[src/rtl/hub75_pkg.sv]
// Shared types and defaults for the HUB75 64x64 scan sequencer.
package hub75_pkg;

    localparam int unsigned HUB_COLS         = 64;
    localparam int unsigned HUB_LINES        = 32;
    localparam int unsigned HUB_CLK_DIV      = 2;
    localparam int unsigned HUB_ON_CYCLES    = 512;
    localparam int unsigned HUB_BLANK_CYCLES = 4;
    localparam int unsigned HUB_COL_W        = $clog2(HUB_COLS);
    localparam int unsigned HUB_LINE_W       = $clog2(HUB_LINES);

    typedef enum logic [2:0] {
        ST_IDLE,
        ST_SHIFT,
        ST_WAIT,
        ST_BLANK_PRE,
        ST_LATCH,
        ST_BLANK_POST
    } scan_state_t;

    // Six colour bits for one column: upper half (1) and lower half (2).
    typedef struct packed {
        logic r1;
        logic g1;
        logic b1;
        logic r2;
        logic g2;
        logic b2;
    } hub_rgb_t;

endpackage

[src/rtl/hub75_clk_gen.sv]
// Column-slot phase counter: marks slot start/end and drives the panel shift clock.
module hub75_clk_gen
    import hub75_pkg::*;
#(
    parameter int unsigned CLK_DIV = HUB_CLK_DIV,
    localparam int unsigned PH_W   = $clog2(2 * CLK_DIV)
) (
    input  logic clk,
    input  logic rst_n,
    input  logic run,
    output logic slot_start_c,
    output logic slot_end_c,
    output logic hub_clk
);

    localparam logic [PH_W-1:0] PH_LAST = PH_W'(2 * CLK_DIV - 1);

    logic [PH_W-1:0] phase;
    logic [PH_W-1:0] phase_n;

    assign slot_start_c = run && (phase == '0);
    assign slot_end_c   = run && (phase == PH_LAST);

    always_comb begin
        phase_n = '0;
        if (run && !slot_end_c) begin
            phase_n = phase + 1'b1;
        end
    end

    // hub_clk is high in the second half of each slot, aligned to the phase it describes.
    always_ff @(posedge clk or negedge rst_n) begin
        if (!rst_n) begin
            phase   <= '0;
            hub_clk <= 1'b0;
        end else begin
            phase   <= phase_n;
            hub_clk <= (phase_n >= PH_W'(CLK_DIV));
        end
    end

endmodule

[src/rtl/hub75_scan_ctrl.sv]
// HUB75 scan sequencer: shift, dwell, blank, latch per line across the panel.
// Optional SCAN_BRIGHTNESS_EN adds a 4-bit brightness input that trims OE on-time.
module hub75_scan_ctrl
    import hub75_pkg::*;
#(
    parameter int unsigned COLS         = HUB_COLS,
    parameter int unsigned LINES        = HUB_LINES,
    parameter int unsigned CLK_DIV      = HUB_CLK_DIV,
    parameter int unsigned ON_CYCLES    = HUB_ON_CYCLES,
    parameter int unsigned BLANK_CYCLES = HUB_BLANK_CYCLES,
    localparam int unsigned COL_W       = $clog2(COLS),
    localparam int unsigned LINE_W      = $clog2(LINES)
) (
    input  logic              clk,
    input  logic              rst_n,
    input  logic              enable,
`ifdef SCAN_BRIGHTNESS_EN
    input  logic [3:0]        brightness,
`endif
    output logic [LINE_W-1:0] line,
    output logic [COL_W-1:0]  column,
    input  logic              r1,
    input  logic              g1,
    input  logic              b1,
    input  logic              r2,
    input  logic              g2,
    input  logic              b2,
    output logic              hub_r1,
    output logic              hub_g1,
    output logic              hub_b1,
    output logic              hub_r2,
    output logic              hub_g2,
    output logic              hub_b2,
    output logic              hub_clk,
    output logic              hub_lat,
    output logic              hub_oe_n,
    output logic [LINE_W-1:0] hub_addr,
    output logic              frame_start
);

    localparam int unsigned ON_W  = $clog2(ON_CYCLES + 1);
    localparam int unsigned BLK_W = $clog2(BLANK_CYCLES + 1);

    scan_state_t       state, state_n;
    logic [LINE_W-1:0] line_n, hub_addr_n;
    logic [COL_W-1:0]  column_n;
    logic              primed, primed_n;
    logic [ON_W-1:0]   on_cnt, on_cnt_n, on_limit;
    logic [BLK_W-1:0]  blank_cnt, blank_cnt_n;
    logic              hub_lat_n, hub_oe_n_n, frame_start_n;
    logic              dwell_done;
    hub_rgb_t          rgb_c, hub_rgb, hub_rgb_n;
    logic              slot_start_c, slot_end_c, shift_run_c;

    assign shift_run_c = (state == ST_SHIFT);
    assign rgb_c       = {r1, g1, b1, r2, g2, b2};
    assign {hub_r1, hub_g1, hub_b1, hub_r2, hub_g2, hub_b2} = hub_rgb;

    hub75_clk_gen #(
        .CLK_DIV(CLK_DIV)
    ) u_clk_gen (
        .clk          (clk),
        .rst_n        (rst_n),
        .run          (shift_run_c),
        .slot_start_c (slot_start_c),
        .slot_end_c   (slot_end_c),
        .hub_clk      (hub_clk)
    );

`ifdef SCAN_BRIGHTNESS_EN
    logic [ON_W+4:0] bright_prod_c;
    assign bright_prod_c = (ON_W+5)'(ON_CYCLES) * (ON_W+5)'({1'b0, brightness} + 5'd1);

    // On-time limit for the next displayed line, captured while latching.
    always_ff @(posedge clk or negedge rst_n) begin
        if (!rst_n) begin
            on_limit <= ON_W'(ON_CYCLES);
        end else if (state == ST_LATCH) begin
            on_limit <= ON_W'(bright_prod_c >> 4);
        end
    end
`else
    assign on_limit = ON_W'(ON_CYCLES);
`endif

    always_comb begin
        state_n       = state;
        line_n        = line;
        column_n      = column;
        hub_addr_n    = hub_addr;
        primed_n      = primed;
        on_cnt_n      = on_cnt;
        blank_cnt_n   = blank_cnt;
        hub_rgb_n     = hub_rgb;
        frame_start_n = 1'b0;

        // Dwell counter runs through shift and wait once a line is latched, saturating.
        if ((state == ST_SHIFT || state == ST_WAIT) && primed && (on_cnt < ON_W'(ON_CYCLES))) begin
            on_cnt_n = on_cnt + 1'b1;
        end
        dwell_done = !primed || (on_cnt_n >= ON_W'(ON_CYCLES));

        case (state)
            ST_IDLE: begin
                if (enable) begin
                    state_n       = ST_SHIFT;
                    line_n        = '0;
                    column_n      = '0;
                    frame_start_n = 1'b1;
                end
            end
            ST_SHIFT: begin
                if (slot_start_c) begin
                    hub_rgb_n = rgb_c;
                end
                if (slot_end_c) begin
                    column_n = column + 1'b1;
                    if (column == COL_W'(COLS - 1)) begin
                        state_n     = dwell_done ? ST_BLANK_PRE : ST_WAIT;
                        blank_cnt_n = '0;
                    end
                end
            end
            ST_WAIT: begin
                if (dwell_done) begin
                    state_n     = ST_BLANK_PRE;
                    blank_cnt_n = '0;
                end
            end
            ST_BLANK_PRE: begin
                blank_cnt_n = blank_cnt + 1'b1;
                if (blank_cnt == BLK_W'(BLANK_CYCLES - 1)) begin
                    state_n    = ST_LATCH;
                    hub_addr_n = line;
                    primed_n   = 1'b1;
                    on_cnt_n   = '0;
                end
            end
            ST_LATCH: begin
                state_n     = ST_BLANK_POST;
                blank_cnt_n = '0;
            end
            ST_BLANK_POST: begin
                blank_cnt_n = blank_cnt + 1'b1;
                if (blank_cnt == BLK_W'(BLANK_CYCLES - 1)) begin
                    line_n = line + 1'b1;
                    if (enable) begin
                        state_n       = ST_SHIFT;
                        column_n      = '0;
                        frame_start_n = (line_n == '0);
                    end else begin
                        state_n = ST_IDLE;
                    end
                end
            end
            default: state_n = ST_IDLE;
        endcase

        hub_lat_n  = (state_n == ST_LATCH);
        hub_oe_n_n = !((state_n == ST_SHIFT || state_n == ST_WAIT) && primed_n
                       && (on_cnt_n < on_limit));
    end

    always_ff @(posedge clk or negedge rst_n) begin
        if (!rst_n) begin
            state       <= ST_IDLE;
            line        <= '0;
            column      <= '0;
            hub_addr    <= '0;
            primed      <= 1'b0;
            on_cnt      <= '0;
            blank_cnt   <= '0;
            hub_rgb     <= '0;
            hub_lat     <= 1'b0;
            hub_oe_n    <= 1'b1;
            frame_start <= 1'b0;
        end else begin
            state       <= state_n;
            line        <= line_n;
            column      <= column_n;
            hub_addr    <= hub_addr_n;
            primed      <= primed_n;
            on_cnt      <= on_cnt_n;
            blank_cnt   <= blank_cnt_n;
            hub_rgb     <= hub_rgb_n;
            hub_lat     <= hub_lat_n;
            hub_oe_n    <= hub_oe_n_n;
            frame_start <= frame_start_n;
        end
    end

endmodule

[config.mk]
export PLATFORM = sky130hd
export DESIGN_NAME = hub75_scan_ctrl
export DESIGN_NICKNAME = d
export VERILOG_FILES = /design/src/rtl/hub75_pkg.sv /design/src/rtl/hub75_clk_gen.sv /design/src/rtl/hub75_scan_ctrl.sv
export SDC_FILE = /design/constraint.sdc
export NUM_CORES = 1
export LEC_CHECK = 0
export BUFFER_PORTS_ARGS = -buffer_cell sky130_fd_sc_hd__clkbuf_2
export CORE_UTILIZATION = 33
export DETAILED_ROUTE_END_ITERATION = 6
export PLACE_DENSITY_LB_ADDON = 0.15
export SETUP_SLACK_MARGIN = 0.05
export SLEW_MARGIN = 20
export SYNTH_ARGS = -nofsm -noshare
export SYNTH_HDL_FRONTEND = slang
export SYNTH_SLANG_ARGS = --single-unit
[constraint.sdc]
create_clock -name clk -period 3 [get_ports clk]
set_input_delay 0.6 -clock clk [delete_from_list [all_inputs] [get_ports clk]]
set_output_delay 0.6 -clock clk [all_outputs]
set_load 0.02 [all_outputs]
==> results of run 1 <==
[sequential cells by signal, summed over array words and instances, names as in the netlist]
signal	flops
blank_cnt	3
hub_g1	1
hub_r1	1
hub_b1	1
hub_addr	5
hub_g2	1
line	5
primed	1
state	3
u_clk_gen.hub_clk	1
hub_b2	1
u_clk_gen.phase	2
frame_start	1
on_cnt	10
column	6
hub_r2	1
hub_oe_n	1
hub_lat	1
[through the flow]
stage / worst slack [ps] / cell area, µm² / power (W) / hold WS (ps)
2_1_floorplan: 1060 / 2190 / 0.00149 / 304
3_3_place_gp: 888 / 2440 / 0.00172 / 464
3_5_place_dp: 821 / 2440 / 0.00172 / 467
4_1_cts: 779 / 2550 / 0.00221 / 331
5_1_grt: 578 / 2550 / 0.00235 / 351
6_report: 798 / 2550 / 0.00217 / 305
[logic make-up (layout without fill, tap and decap cells)]
kind of cell,Yosys count,in the layout,synth area share [%]
AOI/OAI and AO/OA,32,32,10.7
xor gates and xnor gates,15,15,6.01
adders and majority gates,8,8,4.58
buffers and inverters,14,52,2.69
DFF,45,45,51.6
muxes,8,8,4.06
and+or+nand+nor,88,88,20.4
[worst max-delay path, cell delays in order (launching register included)]
cell and delay [ps]:
sky130_fd_sc_hd__dfrtp_1 710, sky130_fd_sc_hd__nor2b_1 240, sky130_fd_sc_hd__nand3_1 260, sky130_fd_sc_hd__inv_2 320
sky130_fd_sc_hd__nor2_1 100, sky130_fd_sc_hd__or4_1 480
[final cells by class]
type	instances	area (µm²)	area share, %
Sequential cell	45	1130	44.1
Multi-Input combinational cell	151	1000	39.1
Timing Repair Buffer	36	185	7.25
Tap cell	77	96.3	3.77
Clock buffer	7	86.3	3.38
Clock inverter	1	30.0	1.18
Inverter	8	30.0	1.18
[how the worst min path moves through the flow]
stage                                    to  slack, ps  depth (start not counted)
2_1_floorplan      blank_cnt[0]$_DFFE_PN0P_        300                          0
3_3_place_gp   u_clk_gen.phase[0]$_DFF_PN0_        460                          1
3_5_place_dp               primed$_DFF_PN0_        470                          2
4_1_cts                  hub_r2$_DFFE_PN0P_        330                          1
5_1_grt                  hub_r1$_DFFE_PN0P_        350                          1
6_report                 hub_b2$_DFFE_PN0P_        310                          1
[per-layer routing]
metal	wire, µm	part of all wire [%]	vias up	global-route usage [%]
met1	2100	51	744	18.8
met2	1750	43	33	19.1
met5	0	0	-	0
li1	-	-	805	-
met4	87	2.1	0	6.11
met3	165	4.0	8	3.28
[power groups by stage]
stage | clock network [W] | logic, W | registers (W)
floorplan | 0 | 0.000450 | 0.00104
global placement | 0 | 0.000755 | 0.000960
detailed placement | 0 | 0.000760 | 0.000958
CTS | 0.000498 | 0.000763 | 0.000947
global route | 0.000522 | 0.000847 | 0.000978
finish | 0.000477 | 0.000747 | 0.000945
[cells in the final DEF, fill, tap and decap left out, types with 5 or more instances in the layout]
master / n
sky130_fd_sc_hd__xnor2_1: 10
sky130_fd_sc_hd__xor2_1: 5
sky130_fd_sc_hd__o21ai_0: 9
sky130_fd_sc_hd__ha_1: 8
sky130_fd_sc_hd__clkbuf_2: 34
sky130_fd_sc_hd__clkbuf_8: 6
sky130_fd_sc_hd__nor2_1: 17
sky130_fd_sc_hd__and3_1: 5
sky130_fd_sc_hd__nand3_1: 7
sky130_fd_sc_hd__nand2_1: 33
sky130_fd_sc_hd__dfrtp_1: 44
sky130_fd_sc_hd__nor3_1: 5
sky130_fd_sc_hd__inv_1: 7
sky130_fd_sc_hd__mux2_1: 6
==> results by stage, run 1 <==
Clock network:
- The latest clock arrival within the worst-skew pair is 300 ps.
- TritonCTS built the clock tree.
- The clock passes through at most 2 buffers.
- The CTS root buffer is sky130_fd_sc_hd__clkbuf_8.
- In this run, post-CTS hold repair placed 0 buffers.
- In this run the post-CTS setup repair buffer count came out at 0.
- The number of H-tree levels is 2.
- The clock buffer count from CTS is 5.
- The count of cells resized by post-cts repair is 0.
- The number of sinks driven by the clock tree is 45.
- The clock slew seen by the registers of the worst setup and hold paths is 80 ps.

Worst hold path:
- The path class of the lowest-slack min-delay path is input pin to async pin.

Run status:
- The run finished with clean final reports.

Routing:
- The DRC marker count from the first detailed-route iteration is 88.
- Across all layers, the routed design uses 1,590 vias.
- The detailed-route wire length per cell is 12.6 µm.
- The routed via count divided by cell count is 4.89.
- In this run the remaining antenna-violating nets after routing total 0.
- For this block, the routed nets add up to 4100 µm of wire.
- For this run, design rule violations remaining after detail routing come to 0.
- The number of detailed-route iterations in the first pass is 4.

Die:
- The I/O pin total is 35.
- After floorplanning, the core was sized to cover 6390 µm².
- The placement row count is 29.
- Measured along the y axis, the die boundary spans 83.4 µm.
- Once the floorplan was initialized, standard cells occupied 34.2% of the core.
- The width of the die is 83.4 µm.
- The die outline area is 6950 µm².

STA:
- The share of the cycle needed by the critical path after routing is 73.4%.
- Setup violations remaining at the end of the flow were counted as 0.
- The hold violation count in the final report is 0.
- The number of max-slew violations in the final report was 0.
- Headroom to the max-slew limit came out at 57.3%.
- Adding up every negative setup slack in the final design gives 0 ps.
- Between clock sinks in the finished design, the worst skew comes to 3.53 ps.
- The worst path needs 2200 ps of the cycle, external delays included.
- Derived from the worst setup path, the maximum achievable clock frequency is 454 MHz.
- The slew at the pin closest to its max-slew limit is 641 ps.
- Setup repair after global routing left no endpoint under its margin.

Synth:
- The number of synthesized flops with an enable pin is 0.
- In the post-synthesis netlist, the biggest area contributors are sky130_fd_sc_hd__dfrtp_1 50%, sky130_fd_sc_hd__nand2_1 5.7%, sky130_fd_sc_hd__ha_1 4.6%.
- Sequential cells were found to cover 51.6% of the synthesized design area.
- For this run, the leading register cell type out of synthesis is sky130_fd_sc_hd__dfrtp_1.
- The fraction of registers with async set/reset is 100%.
- The average instance in the mapped netlist occupies 10.4 µm².
- After synthesis the cells add up to 2190 µm².
- The number of nets handed over by synthesis was 227.
- The yosys synthesis warning count is 0.
- Synthesis produced a netlist whose cell count is 210.
- The top-area cell type share of the netlist area is 50.4%.
- In this run, synthesis produced a sequential element count of 45.
- The library cell with the highest instance count after synthesis is sky130_fd_sc_hd__dfrtp_1.
- Sorting the synthesized cells by how often they occur yields 44 x sky130_fd_sc_hd__dfrtp_1, 33 x sky130_fd_sc_hd__nand2_1, 17 x sky130_fd_sc_hd__nor2_1.
- The largest area contributor in the netlist is sky130_fd_sc_hd__dfrtp_1.
- Yosys mapped the design onto 44 distinct sky130hd cell types.

Finish:
- The number of cells in the finished layout apart from fillers is 325.
- The post-route netlist has 20.2% of its cells at a drive strength greater than 1.
- The layout-stage area growth over the synthesis result is 16.9%.
- The count of nets after finishing is 264.
- The number of fillers in the final layout is 644.
- The antenna diode instance count is 0.
- The utilization of the core after routing is 40.0%.

Critical path:
- In this run the worst setup path begins at state[1]$_DFF_PN0_.
- The critical path capture point is hub_oe_n$_DFF_PN1_.
- The capture point of the worst reg-to-reg path is hub_oe_n$_DFF_PN1_.
- The type of destination of the critical path is a flip-flop.
- At the worst endpoint, the required time is 3220 ps.
- The setup check on the worst reg-to-reg path leaves a slack of 800 ps.
- For the worst flop-to-flop path, the logic depth is 5.
- The worst flop-to-flop path startpoint is state[1]$_DFF_PN0_.
- Of all nets on the critical path, the largest fanout is 20.
- The worst endpoint data arrival time is 2420 ps.
- STA classifies the critical path startpoint as a flip-flop.
- The critical path in this run is classified as flip-flop to flip-flop.

Power and ir drop:
- The proportion of total power due to net switching is 37.1%.
- The clock network power share is 22.0%.
- The power per unit of standard cell area is 849 nW/µm².
- The combinational cell fraction of total power is 34.4%.
- The leakage power is 1.24 nW.
- Summed over all nets, the switching power comes to 0.000804 W.
- The internal power of the cells totals 0.00136 W.
- The fraction of power consumed by sequential logic is 43.6%.
- VDD sags by at most 0.458 mV.

Placed design:
- Port buffering added 34 buffers.
- Detailed placement finished with a half-perimeter wire length of 2900 µm.
- The cell count after placement is 317.
- The final weighted congestion of routability-driven global placement is 0.724.

GRT:
- The initial antenna violation count is 0.
- The first global-routing pass estimated 7370 µm of wire.
- The maximum number of pins on one net before global-route repair is 26.
- The residual overflow from global routing is 0.
- The via count of the first global-routing pass was 1,539.
- Across every metal layer, demand over resource in global routing totals 13.3%.

Run:
- Across the run, the number of max-cap violations was 0.
Note: power is estimated with default switching activity, not from simulation.
==> inputs of run 2 (changes only) <==
clock period = 2.1 ns   (was 3 ns; I/O delays follow)
==> run 2 against run 1 <==
  * Routed wire length up 7.4%
  * Count of clock-buffer cells in the layout unchanged
  * Clock skew up 0.87 ps
  * Core utilization up 1.5 points
  * Combinational power up 57%
  * Largest power group unchanged
  * Maximum frequency up 11%
  * Via count up 3.0%
  * Setup slack worse by 680 ps
  * Sequential share of layout area down 1.5 points
  * Die area unchanged
==> results by stage, run 2 (synthesized netlist as in run 1, its figures left out) <==
Routing:
- The DRC violation count after routing came to 0 (unchanged).
- The final wirelength came to 4410 µm (was 4100 µm).
- The number of detailed-route iterations in the first pass is 4 (unchanged).
- The routed via count divided by cell count is 4.90 (was 4.89).
- The DRC marker count from the first detailed-route iteration is 75 (was 88).
- The detailed-route wire length per cell came to 13.2 µm (was 12.6 µm).
- The vias after detailed routing is 1,638 (was 1,590).
- The count of antenna-violating nets left after detailed routing is 0 (unchanged).

Clock network:
- The CTS root buffer is sky130_fd_sc_hd__clkbuf_8 (unchanged).
- The CTS tree is done (unchanged).
- The number of sinks driven by the clock tree is 45 (unchanged).
- The latest clock arrival within the worst-skew pair was 300 ps (about the same).
- The clock buffer count from CTS came to 5 (unchanged).
- The largest buffer count on any clock path is 2 (unchanged).
- The number of H-tree levels is 2 (unchanged).
- The count of hold buffers inserted by post-cts repair is 0 (unchanged).
- The clock slew seen by the registers of the worst setup and hold paths came to 80 ps (about the same).

Finish:
- Biggest regs: on_cnt (10), column (6) (unchanged).
- The count of nets after finishing is 273 (was 264).
- The flip-flop count of the largest register, all copies and words added came to 10 (unchanged).
- The register ranked first by flip-flop count was on_cnt (unchanged).
- The leading cell type in the layout, fill and taps excluded was sky130_fd_sc_hd__dfrtp_1 (unchanged).
- The share of cells above drive strength 1 is 23.7% (was 20.2%).
- The antenna diode instance count is 0 (unchanged).
- Leading cell types in the layout, fill and taps excluded: 43 x sky130_fd_sc_hd__dfrtp_1, 34 x sky130_fd_sc_hd__clkbuf_2, 33 x sky130_fd_sc_hd__nand2_1 (was 44 x sky130_fd_sc_hd__dfrtp_1, 34 x sky130_fd_sc_hd__clkbuf_2, 33 x sky130_fd_sc_hd__nand2_1).
- The layout-stage area growth over the synthesis result is 21.2% (was 16.9%).

Die:
- The die outline area came to 6950 µm² (unchanged).
- The I/O pin total is 35 (unchanged).
- The placeable core area is 6390 µm² (unchanged).
- The width of the die is 83.4 µm (unchanged).
- The initial core utilization was 34.2% (unchanged).
- The height of the die is 83.4 µm (unchanged).
- The placement row count came to 29 (unchanged).

Critical path:
- The top cell family by delay on the critical path is simple AND/OR/NAND/NOR gates (unchanged).
- The largest stage delay on the critical path was 510 ps (was 710 ps).
- The buffering stage count on the worst path with inverters included was 0 (was 1).
- Cells along the critical path: ha_1, ha_4, and3_1, o21ai_1, a21o_1, or4_1, a21oi_1 (was nor2b_1, nand3_1, inv_2, nor2_1, or4_1).
- The critical path launch point type is a flip-flop (unchanged).
- The worst endpoint data arrival time is 2210 ps (was 2420 ps).
- The type of destination of the critical path is a flip-flop (unchanged).
- The type of the worst setup path is flip-flop to flip-flop (unchanged).
- The largest fanout of any net on the critical path is 5 (was 20).
- The library cell contributing the largest single delay on the critical path was sky130_fd_sc_hd__or4_1 (was sky130_fd_sc_hd__dfrtp_1).
- The data required time of the worst path is 2330 ps (was 3220 ps).

GRT:
- The maximum number of pins on one net before global-route repair is 26 (unchanged).
- The via count of the first global-routing pass is 1,534 (was 1,539).
- The initial antenna violation count is 0 (unchanged).
- The global-route wire length before repair is 7580 µm (was 7370 µm).
- The residual overflow from global routing is 0 (unchanged).
- The total track usage is 13.6% (was 13.3%).

STA:
- The maximum frequency from static timing analysis was 506 MHz (was 454 MHz).
- The worst slew margin relative to its limit came to 61.9% (was 57.3%).
- The shortest period the worst path allows is 1980 ps (was 2200 ps).
- The clock tree skew after final layout came to 4.41 ps (was 3.53 ps).
- The hold violation count in the final report was 0 (unchanged).
- The tightest hold margin came to 96.8 ps (was 305 ps).
- Setup repair after global routing missed its margin: false (unchanged).
- The number of failing setup endpoints in the final timing report is 0 (unchanged).
- The number of max-slew violations in the final report is 0 (unchanged).
- The setup total negative slack is 0 ps (unchanged).
- The share of the cycle needed by the critical path after routing is 94.2% (was 73.4%).
- The slew at the pin closest to its max-slew limit came to 572 ps (was 641 ps).

Power and ir drop:
- The worst-case vdd ir drop is 0.671 mV (was 0.458 mV).
- The leakage power is 1.28 nW (was 1.24 nW).
- The power per unit of standard cell area is 1200 nW/µm² (was 849 nW/µm²).

Placed design:
- The number of port buffers came to 34 (unchanged).
- The final weighted congestion of routability-driven global placement was 0.755 (was 0.724).
- The post-detailed-placement half-perimeter wirelength is 3100 µm (was 2900 µm).

Run:
- The number of maximum-capacitance constraint violations was 0 (unchanged).

Worst hold path:
- The path class of the lowest-slack min-delay path is input pin to async pin (unchanged).

Run status:
- Status: finished, final reports clean (unchanged).
run 2: path summary, 6_finish.rpt:
path / startpoint / endpoint / slack, ps / depth (start not counted)
max in group asynchronous: rst_n / hub_oe_n$_DFF_PN1_ / 1400 / 2
min in group clk: g2 / hub_g2$_DFFE_PN0P_ / 330 / 2
max reg2reg: blank_cnt[0]$_DFFE_PN0P_ / column[5]$_DFFE_PN0P_ / 120 / 7
min reg2reg: primed$_DFF_PN0_ / primed$_DFF_PN0_ / 480 / 2
max: blank_cnt[0]$_DFFE_PN0P_ / column[5]$_DFFE_PN0P_ / 120 / 7
min: rst_n / hub_r2$_DFFE_PN0P_ / 100 / 1
run 2: worst reg2reg max path: cells and delay by family, from the launching register on:
| family | cells | cell delay, ps |
|---|---|---|
| adder cells (fa/ha/maj) | 2 | 360 |
| AO/OA/AOI/OAI | 3 | 500 |
| AND/OR/NAND/NOR | 2 | 690 |
| flip-flops | 1 | 370 |
run 2: stage by stage:
stage          worst slack [ps]  area [µm²]  cells  total power (W)  utilization [%]
2_1_floorplan               160        2190    210          0.00213                -
3_3_place_gp                141        2510    325          0.00248             39.3
3_5_place_dp                106        2510    325          0.00250             39.3
4_1_cts                    77.9        2630    333          0.00320             41.1
5_1_grt                    49.9        2650    334          0.00344             41.5
6_report                    122        2650    334          0.00319             41.5
run 2: routing by layer:
metal | part of all wire (%) | global-route usage, % | vias to the layer above
met5 | 0 | 0 | -
met4 | 1.2 | 4.23 | 0
met3 | 4.4 | 3.88 | 5
met2 | 43 | 20.1 | 41
met1 | 51 | 19.2 | 775
li1 | - | - | 817
run 2: layout make-up:
type,count,area (µm²)
Timing Repair Buffer,45,265
Clock inverter,1,30.0
Multi-Input combinational cell,151,1010
Tap cell,77,96.3
Inverter,8,30.0
Clock buffer,7,86.3
Sequential cell,45,1130
Fill cell,656,3740
run 2: where the power goes:
group / switching, W / internal (W)
clock: 0.000306 / 0.000388
combinational: 0.000672 / 0.000494
sequential: 0.000210 / 0.00112
total: 0.00119 / 0.00200
run 2: what timing repair did:
item | in CTS | in global routing
buffers inserted | 0 | 1
hold endpoints to repair | 0 | 0
resized for setup | 0 | 3
endpoints found under the setup margin | 0 | 2
==> inputs of run 3 (changes only) <==
clock period = 2.4 ns   (was 2.1 ns; I/O delays follow)
==> run 3 against run 2 <==
  * Die area unchanged
  * Core utilization down 0.84 points
  * Non-clock buffer count down 6
  * Sequential share of layout area increased by 0.84 points
  * Highest routed layer unchanged
==> results by stage, run 3 (synthesized netlist as in run 1, its figures left out) <==
Finish:
- The antenna diode instance count came to 0 (unchanged).
- The layout-stage area growth over the synthesis result is 18.7% (was 21.2%).
- The leading cell type in the layout, fill and taps excluded is sky130_fd_sc_hd__dfrtp_1 (unchanged).
- The register ranked first by flip-flop count is on_cnt (unchanged).
- The flip-flop count of the largest register, all copies and words added was 10 (unchanged).
- The area used by sequential logic in the layout is 1130 µm² (about the same).
- The share of cells above drive strength 1 was 21.5% (was 23.7%).
- The total area of multi-input combinational cells came to 1000 µm² (was 1010 µm²).
- The count of nets after finishing was 267 (was 273).
- Leading cell types in the layout, fill and taps excluded: 44 x sky130_fd_sc_hd__dfrtp_1, 34 x sky130_fd_sc_hd__clkbuf_2, 33 x sky130_fd_sc_hd__nand2_1 (was 43 x sky130_fd_sc_hd__dfrtp_1, 34 x sky130_fd_sc_hd__clkbuf_2, 33 x sky130_fd_sc_hd__nand2_1).
- The number of fillers in the final layout was 651 (was 656).
- Biggest regs: on_cnt (10), column (6) (unchanged).

Clock network:
- The count of hold buffers inserted by post-cts repair is 0 (unchanged).
- The CTS tree is done (unchanged).
- The clock buffer count from CTS is 5 (unchanged).
- The clock slew seen by the registers of the worst setup and hold paths is 90 ps (was 80 ps).
- The number of sinks driven by the clock tree was 45 (unchanged).
- The largest buffer count on any clock path came to 2 (unchanged).
- The CTS root buffer is sky130_fd_sc_hd__clkbuf_8 (unchanged).
- The latest clock arrival within the worst-skew pair is 300 ps (about the same).
- The number of H-tree levels is 2 (unchanged).
- The post-CTS setup buffer count is 0 (unchanged).
- The count of cells resized by post-cts repair is 0 (unchanged).

Critical path:
- The largest stage delay on the critical path is 500 ps (was 510 ps).
- The library cell contributing the largest single delay on the critical path is sky130_fd_sc_hd__or4_1 (unchanged).
- The worst endpoint data arrival time was 2270 ps (was 2210 ps).
- The most numerous cell type found on the critical path is sky130_fd_sc_hd__ha_1.
- The type of the worst setup path is flip-flop to flip-flop (unchanged).
- Cells along the critical path: ha_1, ha_1, and3_1, o21ai_1, a21o_1, or4_1, a21oi_1 (was ha_1, ha_4, and3_1, o21ai_1, a21o_1, or4_1, a21oi_1).
- The data required time of the worst path came to 2630 ps (was 2330 ps).
- The buffering stage count on the worst path with inverters included is 0 (unchanged).
- The top cell family by delay on the critical path is simple AND/OR/NAND/NOR gates (unchanged).
- The largest fanout of any net on the critical path is 5 (unchanged).
- The type of destination of the critical path was a flip-flop (unchanged).
- The critical path launch point type is a flip-flop (unchanged).

Worst hold path:
- The path class of the lowest-slack min-delay path is input pin to async pin (unchanged).

GRT:
- The global-route wire length before repair is 7580 µm (about the same).
- The maximum number of pins on one net before global-route repair is 46 (was 26).
- The total track usage came to 13.4% (was 13.6%).
- The residual overflow from global routing is 0 (unchanged).
- The via count of the first global-routing pass was 1,580 (was 1,534).
- The initial antenna violation count was 0 (unchanged).

Die:
- The width of the die is 83.4 µm (unchanged).
- The placeable core area is 6390 µm² (unchanged).
- The initial core utilization is 34.2% (unchanged).
- The height of the die is 83.4 µm (unchanged).
- The I/O pin total is 35 (unchanged).
- The placement row count is 29 (unchanged).
- The die outline area came to 6950 µm² (unchanged).

STA:
- The clock tree skew after final layout is 9.84 ps (was 4.41 ps).
- The shortest period the worst path allows came to 2040 ps (was 1980 ps).
- The maximum frequency from static timing analysis is 491 MHz (was 506 MHz).
- The worst setup margin is 362 ps (was 122 ps).
- The number of max-slew violations in the final report is 0 (unchanged).
- The slew at the pin closest to its max-slew limit is 573 ps (was 572 ps).
- The worst slew margin relative to its limit is 61.8% (was 61.9%).
- The hold violation count in the final report was 0 (unchanged).
- The share of the cycle needed by the critical path after routing is 84.9% (was 94.2%).
- The number of failing setup endpoints in the final timing report is 0 (unchanged).
- Setup repair after global routing missed its margin: false (unchanged).
- The setup total negative slack is 0 ps (unchanged).

Routing:
- The final wirelength is 4090 µm (was 4410 µm).
- The DRC marker count from the first detailed-route iteration is 79 (was 75).
- The vias after detailed routing is 1,622 (was 1,638).
- The count of antenna-violating nets left after detailed routing was 0 (unchanged).
- The routed via count divided by cell count was 4.95 (was 4.90).
- The detailed-route wire length per cell is 12.5 µm (was 13.2 µm).
- The DRC violation count after routing is 0 (unchanged).
- The number of detailed-route iterations in the first pass is 4 (unchanged).

Power and ir drop:
- The power per unit of standard cell area is 1080 nW/µm² (was 1200 nW/µm²).
- The worst-case vdd ir drop is 0.473 mV (was 0.671 mV).
- The leakage power is 1.26 nW (was 1.28 nW).

Placed design:
- The number of port buffers is 34 (unchanged).
- The worst setup slack after placement is 383 ps (was 106 ps).
- The post-detailed-placement half-perimeter wirelength is 2880 µm (was 3100 µm).
- The final weighted congestion of routability-driven global placement is 0.769 (was 0.755).

Run:
- The number of maximum-capacitance constraint violations is 0 (unchanged).

Run status:
- Status: finished, final reports clean (unchanged).
## run 3: changes by cell type in the layout (fill, tap and decap cells not counted), sizes merged
cell | previous run | this run
clkinv | 0 | 1
bufinv | 1 | 2
buf | 11 | 5
clkbuf | 41 | 39
## run 3: area by class of cell
type | instances | area share, %
Sequential cell | 45 | 43.4
Multi-Input combinational cell | 151 | 38.5
Timing Repair Buffer | 39 | 8.00
Tap cell | 77 | 3.71
Clock buffer | 5 | 2.65
Clock inverter | 3 | 2.51
Inverter | 8 | 1.16
## run 3: path summary, 6_finish.rpt
path	depth (start not counted)	endpoint	from	slack (ps)
worst max register to register	7	column[5]$_DFFE_PN0P_	blank_cnt[0]$_DFFE_PN0P_	360
worst min-delay path	2	column[0]$_DFFE_PN0P_	rst_n	260
min in group clk	2	hub_r1$_DFFE_PN0P_	r1	400
max in group asynchronous	2	on_cnt[1]$_DFF_PN0_	rst_n	1750
worst max-delay path	7	column[5]$_DFFE_PN0P_	blank_cnt[0]$_DFFE_PN0P_	360
worst min register to register	1	u_clk_gen.phase[0]$_DFF_PN0_	u_clk_gen.phase[0]$_DFF_PN0_	480
## run 3: layer usage
layer / share of wire, % / track usage, % / up-vias
met4: 1.4 / 4.23 / 0
met5: 0 / 0 / -
li1: - / - / 806
met1: 51 / 18.6 / 778
met2: 44 / 20.4 / 31
met3: 3.7 / 3.38 / 7
## run 3: report_power, final
group / total (W) / internal [W] / switching (W)
Combinational: 0.000946 / 0.000394 / 0.000552
Sequential: 0.00118 / 0.000977 / 0.000199
Clock: 0.000676 / 0.000414 / 0.000262
Total: 0.00280 / 0.00178 / 0.00101
## run 3: through the flow
step	total power [W]	hold WS (ps)	std cells	utilization [%]	area [µm²]
after floorplan	0.00186	184	210	-	2190
after global placement	0.00215	448	320	38.5	2460
after detailed placement	0.00216	462	320	38.5	2460
after CTS	0.00285	281	328	40.6	2590
after global routing	0.00302	304	328	40.6	2590
final	0.00280	257	328	40.6	2590
